$ cat src/rtl/anchor_feature_collector.sv
// Packs octree feature beats into full anchor features, double-buffers them in
// ping-pong slots for the renderer, and closes each search pass with a count.
module anchor_feature_collector #(
  parameter int DATA_BUS_WIDTH   = 64,
  parameter int FEATURE_LENTH    = 9,
  parameter int ANCHOR_CNT_WIDTH = 16
) (
  input  logic                                    clk,
  input  logic                                    rst_n,
  input  logic [DATA_BUS_WIDTH-1:0]               beat_in,
  input  logic                                    beat_avail,
  output logic                                    beat_accept,
  input  logic                                    search_done,
  output logic [FEATURE_LENTH*DATA_BUS_WIDTH-1:0] anc_feature,
  output logic [ANCHOR_CNT_WIDTH-1:0]             anc_index,
  output logic                                    anc_valid,
  input  logic                                    anc_ready,
  output logic                                    pass_done,
  output logic [ANCHOR_CNT_WIDTH-1:0]             pass_count,
  output logic                                    frag_err,
  input  logic                                    err_clr
);

  localparam int AW = FEATURE_LENTH * DATA_BUS_WIDTH;
  localparam int CW = (FEATURE_LENTH > 1) ? $clog2(FEATURE_LENTH) : 1;
  localparam logic [CW-1:0] LAST_BEAT = CW'(FEATURE_LENTH - 1);

  typedef enum logic {COLLECT, FLUSH} state_t;

  state_t                      state;
  logic [1:0]                  full;
  logic                        wr_slot;
  logic                        rd_slot;
  logic [CW-1:0]               beat_cnt;
  logic [ANCHOR_CNT_WIDTH-1:0] anc_cnt;
  logic [AW-1:0]               slot_data [2];
  logic [ANCHOR_CNT_WIDTH-1:0] slot_tag  [2];

  logic          beat_xfer;
  logic          anc_xfer;
  logic          last_beat;
  logic [CW-1:0] beat_cnt_next;
  logic          frag_set;

  // Accept depends only on registered state (and reset), never on anc_ready.
  assign beat_accept = rst_n && (state == COLLECT) && !full[wr_slot];
  assign anc_valid   = full[rd_slot];
  assign anc_feature = anc_valid ? slot_data[rd_slot] : '0;
  assign anc_index   = anc_valid ? slot_tag[rd_slot]  : '0;

  assign beat_xfer = beat_accept && beat_avail;
  assign anc_xfer  = anc_valid && anc_ready;
  assign last_beat = beat_xfer && (beat_cnt == LAST_BEAT);

  always_comb begin
    beat_cnt_next = beat_cnt;
    if (last_beat)
      beat_cnt_next = '0;
    else if (beat_xfer)
      beat_cnt_next = beat_cnt + 1'b1;
  end

  // A pass ending with beats left over means the anchor in flight is incomplete.
  assign frag_set = (state == COLLECT) && search_done && (beat_cnt_next != '0);

  // Slot payload storage: not reset, visibility is gated by the full flags.
  always_ff @(posedge clk) begin
    if (beat_xfer)
      slot_data[wr_slot][beat_cnt*DATA_BUS_WIDTH +: DATA_BUS_WIDTH] <= beat_in;
    if (last_beat)
      slot_tag[wr_slot] <= anc_cnt;
  end

  always_ff @(posedge clk) begin
    if (!rst_n) begin
      state      <= COLLECT;
      full       <= 2'b00;
      wr_slot    <= 1'b0;
      rd_slot    <= 1'b0;
      beat_cnt   <= '0;
      anc_cnt    <= '0;
      pass_done  <= 1'b0;
      pass_count <= '0;
      frag_err   <= 1'b0;
    end else begin
      pass_done <= 1'b0;
      beat_cnt  <= beat_cnt_next;

      // Fill and drain always target different slots, so both can land together.
      if (anc_xfer) begin
        full[rd_slot] <= 1'b0;
        rd_slot       <= ~rd_slot;
      end
      if (last_beat) begin
        full[wr_slot] <= 1'b1;
        wr_slot       <= ~wr_slot;
        anc_cnt       <= anc_cnt + 1'b1;
      end

      if (frag_set)
        frag_err <= 1'b1;
      else if (err_clr)
        frag_err <= 1'b0;

      case (state)
        COLLECT: begin
          if (search_done) begin
            state <= FLUSH;
            if (frag_set)
              beat_cnt <= '0;
          end
        end
        FLUSH: begin
          if (full == 2'b00) begin
            pass_done  <= 1'b1;
            pass_count <= anc_cnt;
            anc_cnt    <= '0;
            state      <= COLLECT;
          end
        end
        default: state <= COLLECT;
      endcase
    end
  end

endmodule

$ cat config.mk
export PLATFORM = sky130hd
export DESIGN_NAME = anchor_feature_collector
export DESIGN_NICKNAME = d
export VERILOG_FILES = /design/src/rtl/anchor_feature_collector.sv
export SDC_FILE = /design/constraint.sdc
export NUM_CORES = 2
export LEC_CHECK = 0
export ABC_AREA = 0
export ABC_CLOCK_PERIOD_IN_PS = 7500
export CORE_UTILIZATION = 50
export CTS_CLUSTER_DIAMETER = 40
export CTS_CLUSTER_SIZE = 24
export DETAILED_ROUTE_END_ITERATION = 10
export DONT_BUFFER_PORTS = 1
export GPL_TIMING_DRIVEN = 0
export REMOVE_ABC_BUFFERS = 1
export SLEW_MARGIN = 25
export SYNTH_ARGS = -nofsm -noshare
export SYNTH_HDL_FRONTEND = slang
export SYNTH_SLANG_ARGS = --single-unit
$ cat constraint.sdc
create_clock -name clk -period 7.5 [get_ports clk]
set_input_delay 0.75 -clock clk [delete_from_list [all_inputs] [get_ports clk]]
set_output_delay 0.75 -clock clk [all_outputs]
set_load 0.005 [all_outputs]
Yosys cells after proc, flatten, opt, wreduce, memory -nomap -nowiden:

Memories as Yosys holds them, arrays and structs flattened. A register that Yosys moved wholly into a read port is not among the register bits.
Index checks and enable logic that the tools add are counted.

* word-level logic and storage cells: 77
* memories kept: 2
* RAM bits: 1184
* output and inout bits: 612
* flip-flop bits (word level): 43

Memory list
* slot_data: words 2, width 576, read ports 1, clocked after Yosys merged registers in 1, write ports 1, RTL line 36 `logic [AW-1:0] slot_data [2];`
* slot_tag: words 2, width 16, read ports 1, clocked after Yosys merged registers in 1, write ports 1, RTL line 37 `logic [ANCHOR_CNT_WIDTH-1:0] slot_tag [2];`

* $add $sub $neg: 3
* muxes and demuxes: 35
* bitwise logic cells: 6
* reductions and logical operators: 15
* shifts and indexed selects: 2
* equal/unequal tests: 1
* order comparisons: 4

Operators with widths (count)
* $mux 576: 2
* $shift 64x34->576 const A: 1
* $shiftx 64x34->576: 1
* $mux 16: 4
* $neg 10->34: 1
* $mux 4: 5
* $mux 1: 18
* $add 16x1->16 const B: 1
* $logic_and 1x1->1: 9
* $mux 2: 3
* $add 4x1->4 const B: 1
* $eq 4x4->1 const B: 1
* $lt 1x2->1 const B: 2
* $reduce_and 2->1: 2
* $reduce_bool 4->1: 1
* $not 1->1: 3
* $and 2x2->2: 1
* $demux 1 s1: 2
* $ge 1x1->1 const B: 2
* $logic_not 2->1: 1
* $not 2->2: 1
* $or 2x2->2: 1
* $pmux 1 s2: 1
* $reduce_bool 2->1: 1
* $logic_not 1->1: 1

Logic depth before layout (Yosys ltp):

* depth in word-level cells: 12
* gate-level depth with buffers: 8
* depth with buffers taken out: 6

Worst setup path after synthesis:

Ideal clock, no wire load.

* kind: reg2reg
* start: register beat_cnt[0]
* end: memory slot_data[0][0] (netlist bit) (enable)
* library setup time: 565 ps
* arrival: 6150 ps
* period minus slack after synthesis: 6715 ps
* slack: 785 ps
* stages on the path, launching flop included: 9
* required time: 6935 ps
* cell sequence: dfxtp_1 > clkbuf_1 > inv_1 > ha_1 > nor2_1 > and4b_1 > clkbuf_1 > nand2_1 > nor3_1

* longest elaborated chain between the ends: 3

Ends and longest elaborated chain
* start: declaration: RTL line 34 `logic [CW-1:0] beat_cnt;`
* start signal: assignment: RTL line 87 `beat_cnt <= beat_cnt_next;`
* $neg 10->34: RTL line 69 `slot_data[wr_slot][beat_cnt*DATA_BUS_WIDTH +: DATA_BUS_WIDTH] <= beat_in;`
* $shift 64x34->576: RTL line 69
* $mux 576 (implied by the code): RTL line 69
* end: declaration: RTL line 36

Every way passes these cells.

Final worst setup path:

* start: register beat_cnt[0]
* end: memory slot_data[0][17] (netlist bit) (enable)

The elaborated chain is that of the path after synthesis.

==> summary.md <==
| Metric | Value |
|---|---|
| Fmax | 222 MHz |
| Maxcap violations | 0 |
| Part of the cycle the worst path needs | 0.601 |
| Crit path from | beat_cnt[0]$_SDFF_PN0_ |
| Drt drc | 0 |
| Layout cells sized above 1 | 0.122 |
| Final WL | 140000 µm |
| Synth Cell Area | 0.0502 mm² |
| First-pass GRT wire length | 199000 µm |
| Placed inst area | 0.0539 mm² |
| Final WS setup | 2.99 ns |
| Final Hold Vio Count | 0 |
| CP max stage delay | 0.67 ns |
| WHS | 0.114 ns |
| Filler cells | 7444 |
| Via count | 28.1k |
| Startpoint types | flop |
| Placeable Area | 0.0989 mm² |
| Largest net degree at the start of global routing | 43 |
| CTS resizes | 0 |
| DIE HEIGHT | 319 µm |
| Synth unique cells | 42 |
| GRT Residual Overflow | 0 |
| Max VDD drop | 0.000206 V |
| Routed len/inst | 28.5 µm |
| Required time of the critical path | 7.94 ns |
| Syn_area_per_cell | 14.8 µm² |
| Flop-to-flop setup slack | 2.99 ns |
| Antenna violations before repair | 5 |
| CP max-delay cell | and4b_4 |
| Synth Instances | 3381 |
| Status | completed |
| # port buffers | 0 |
| Sequential fraction of the synthesis area | 0.726 |
| Final setup skew | 0.0317 ns |
| Worst R2R End | slot_data[0][17]$_DFFE_PP_ |
| Post-DP HPWL | 95800 µm |
| Post-CTS Hold Fix Bufs | 0 |
| DRT iter0 DRCs | 2435 |
| Total GRT Usage | 0.273 |
| Setup Fix Bufs, Post-CTS | 0 |
| Buf/Inv on CP | 7 |
| Setup crit end kind | flop |
| RR Startpoint | beat_cnt[0]$_SDFF_PN0_ |
| Worst Hold Path Cells | 1 |
| RSZ-0062 raised after global routing | no |
| Top Ports | 682 |
| Post-synth top area share | 0.709 |
| CP top delay family | buffers and inverters |
| Final setup vio count | 0 |
| Cell area after layout | 0.0592 mm² |
| Nets | 3567 |
| Reg2Reg Depth | 12 |
| Bufs on Longest Clock Path | 3 |
| Critical path fanouts, max | 33 |
| Hold Crit Class | in2reg |
| Most used cell along the critical path | buf_4 |
| RD Place Congestion | 0.806 |
| H-tree depth | 4 |
| Yosys warnings | 0 |
| Reg clk slew, reported paths | 0.06 ns |
| Synthesized flop and latch total | 1228 |
| Critical-path cell list | inv_1 -> ha_1 -> nor2_1 -> and4b_4 -> buf_12 -> nand2_1 -> nor3_2 -> buf_4 -> buf_6 -> buf_4 -> buf_4 -> buf_4 |
| Core Rows | 115 |
| Area delta synth->final | 17.9% |
| Die ar. | 0.102 mm² |
| Chip width | 319 µm |
| Min cycle time layout | 4.51 ns |
| Clk root buf | clkbuf_16 |
| Detail-routed via count per cell | 5.73 |
| HP Start | anc_ready |
| Worst-skew pair later-pin latency | 0.75 ns |
| Cell taking the most area after synthesis | edfxtp_1 |
| WP data arrival | 4.95 ns |
| Pre-CTS setup slack | 3.08 ns |
| CTS tree | yes |
| Max Slew Vio Count | 0 |
| Vias in the first global route | 28.8k |
| Most frequent cells in the layout | edfxtp_1, nor2_1, mux2i_1, and2_1, clkbuf_16 |
| Leakage power | 18.4 nW |
| Drt pass-1 iters | 5 |
| Worst slew pin tran | 1.00 ns |
| Power Dens Cells | 256 mW/mm² |
| Relative slew slack | 0.326 |
| Synth area leaders | edfxtp_1, mux2i_1, and2_1, nor2_1, dfxtp_1 |
| Antenna cells | 0 |
| Starting Density | 0.507 |
| Detail Route Antenna Nets | 0 |
| CTS buffer count | 151 |
| Most common cell after layout, fill and taps aside | edfxtp_1 |
| Type of the worst setup path | reg2reg |
| CTS Sinks | 1228 |
==> state kept, by name, indices dropped and copies added (netlist names), named ones only <==
signal / count
pass_done: 1
beat_cnt: 4
frag_err: 1
anc_cnt: 16
pass_count: 16
slot_tag: 32
rd_slot: 1
full: 2
slot_data: 1152
wr_slot: 1
state: 1
==> worst max-delay path by stage <==
stage / endpoint / slack (ns) / depth (start not counted)
final: slot_data[0][17]$_DFFE_PP_ / 2.99 / 12
after global routing: slot_data[0][10]$_DFFE_PP_ / 2.79 / 12
after CTS: slot_data[0][17]$_DFFE_PP_ / 3.07 / 12
after floorplan: anc_valid / -16.23 / 2
after global placement: anc_feature[273] / -35.36 / 2
after detailed placement: slot_data[0][44]$_DFFE_PP_ / 3.08 / 12
==> area by class of cell <==
| type | count | area, µm² | share of cell area |
|---|---|---|---|
| Clock inverter | 108 | 1290 | 0.0217 |
| Sequential cell | 1228 | 36400 | 0.616 |
| Multi-Input combinational cell | 1946 | 13100 | 0.221 |
| Timing Repair Buffer | 153 | 2720 | 0.0460 |
| Tap cell | 1287 | 1610 | 0.0272 |
| Clock buffer | 170 | 3990 | 0.0674 |
| Inverter | 10 | 37.5 | 0.000635 |
==> cells by family (layout without fill, tap and decap cells) <==
kind of cell             Yosys count  count (layout)  synth area share
AO/OA/AOI/OAI                     54              54           0.00726
XOR/XNOR                           6               6           0.00105
adder cells (fa/ha/maj)            7               7           0.00175
buffers and inverters            207             441            0.0158
flip-flops                      1228            1228             0.726
multiplexers                     597             597             0.119
AND/OR/NAND/NOR                 1282            1282             0.129
==> Yosys cell counts <==
master and n:
edfxtp_1 1184, nor2_1 620, mux2i_1 596, and2_1 589
clkbuf_1 185, dfxtp_1 44, a22o_1 16, a21oi_1 14
o21ai_0 12, nand2_1 11, nor3_1 11, buf_1 10
inv_1 10, nand3_1 10, or3_1 10, ha_1 7
nand4_1 5, nor2b_1 5, nand2b_1 4, xnor2_1 4
a311oi_1 3, nand3b_1 3, or4_1 3, a22oi_1 2
and3b_1 2, and4_1 2, buf_6 2, o31ai_1 2
xor2_1 2, a211oi_1 1, a21boi_0 1, a2bb2oi_1 1
a31oi_1 1, and2_2 1, and4b_1 1, mux2_4 1
nand4b_1 1, nor3b_1 1, nor4_1 1, o21a_1 1
or2_1 1, or4_4 1
==> where the power goes <==
part           leakage (nW)  total [W]  internal [W]  switching [W]
logic                  5.45   0.000131     0.0000442      0.0000871
clock network          2.54    0.00753       0.00463        0.00290
registers              10.4    0.00746       0.00746     0.00000677
==> routing by layer <==
| layer | part of all wire | track usage | routed length (µm) | vias up |
|---|---|---|---|---|
| met4 | 0.036 | 0.109 | 5050 | 0 |
| met3 | 0.082 | 0.0737 | 11400 | 229 |
| li1 | - | - | - | 12400 |
| met1 | 0.39 | 0.337 | 54500 | 14300 |
| met5 | 0 | 0 | 0 | - |
| met2 | 0.49 | 0.455 | 68600 | 1117 |
==> stage by stage <==
step / total power, W / TNS [ns] / utilization / instances
floorplan: 0.00768 / -9592.75 / - / 3184
global placement: 0.00772 / - / 0.516 / 4471
detailed placement: 0.00774 / 0 / 0.545 / 4624
CTS: 0.0152 / 0 / 0.598 / 4902
global route: 0.0155 / 0 / 0.598 / 4902
finish: 0.0151 / 0 / 0.598 / 4902
Power figures use the tool's default switching activity.
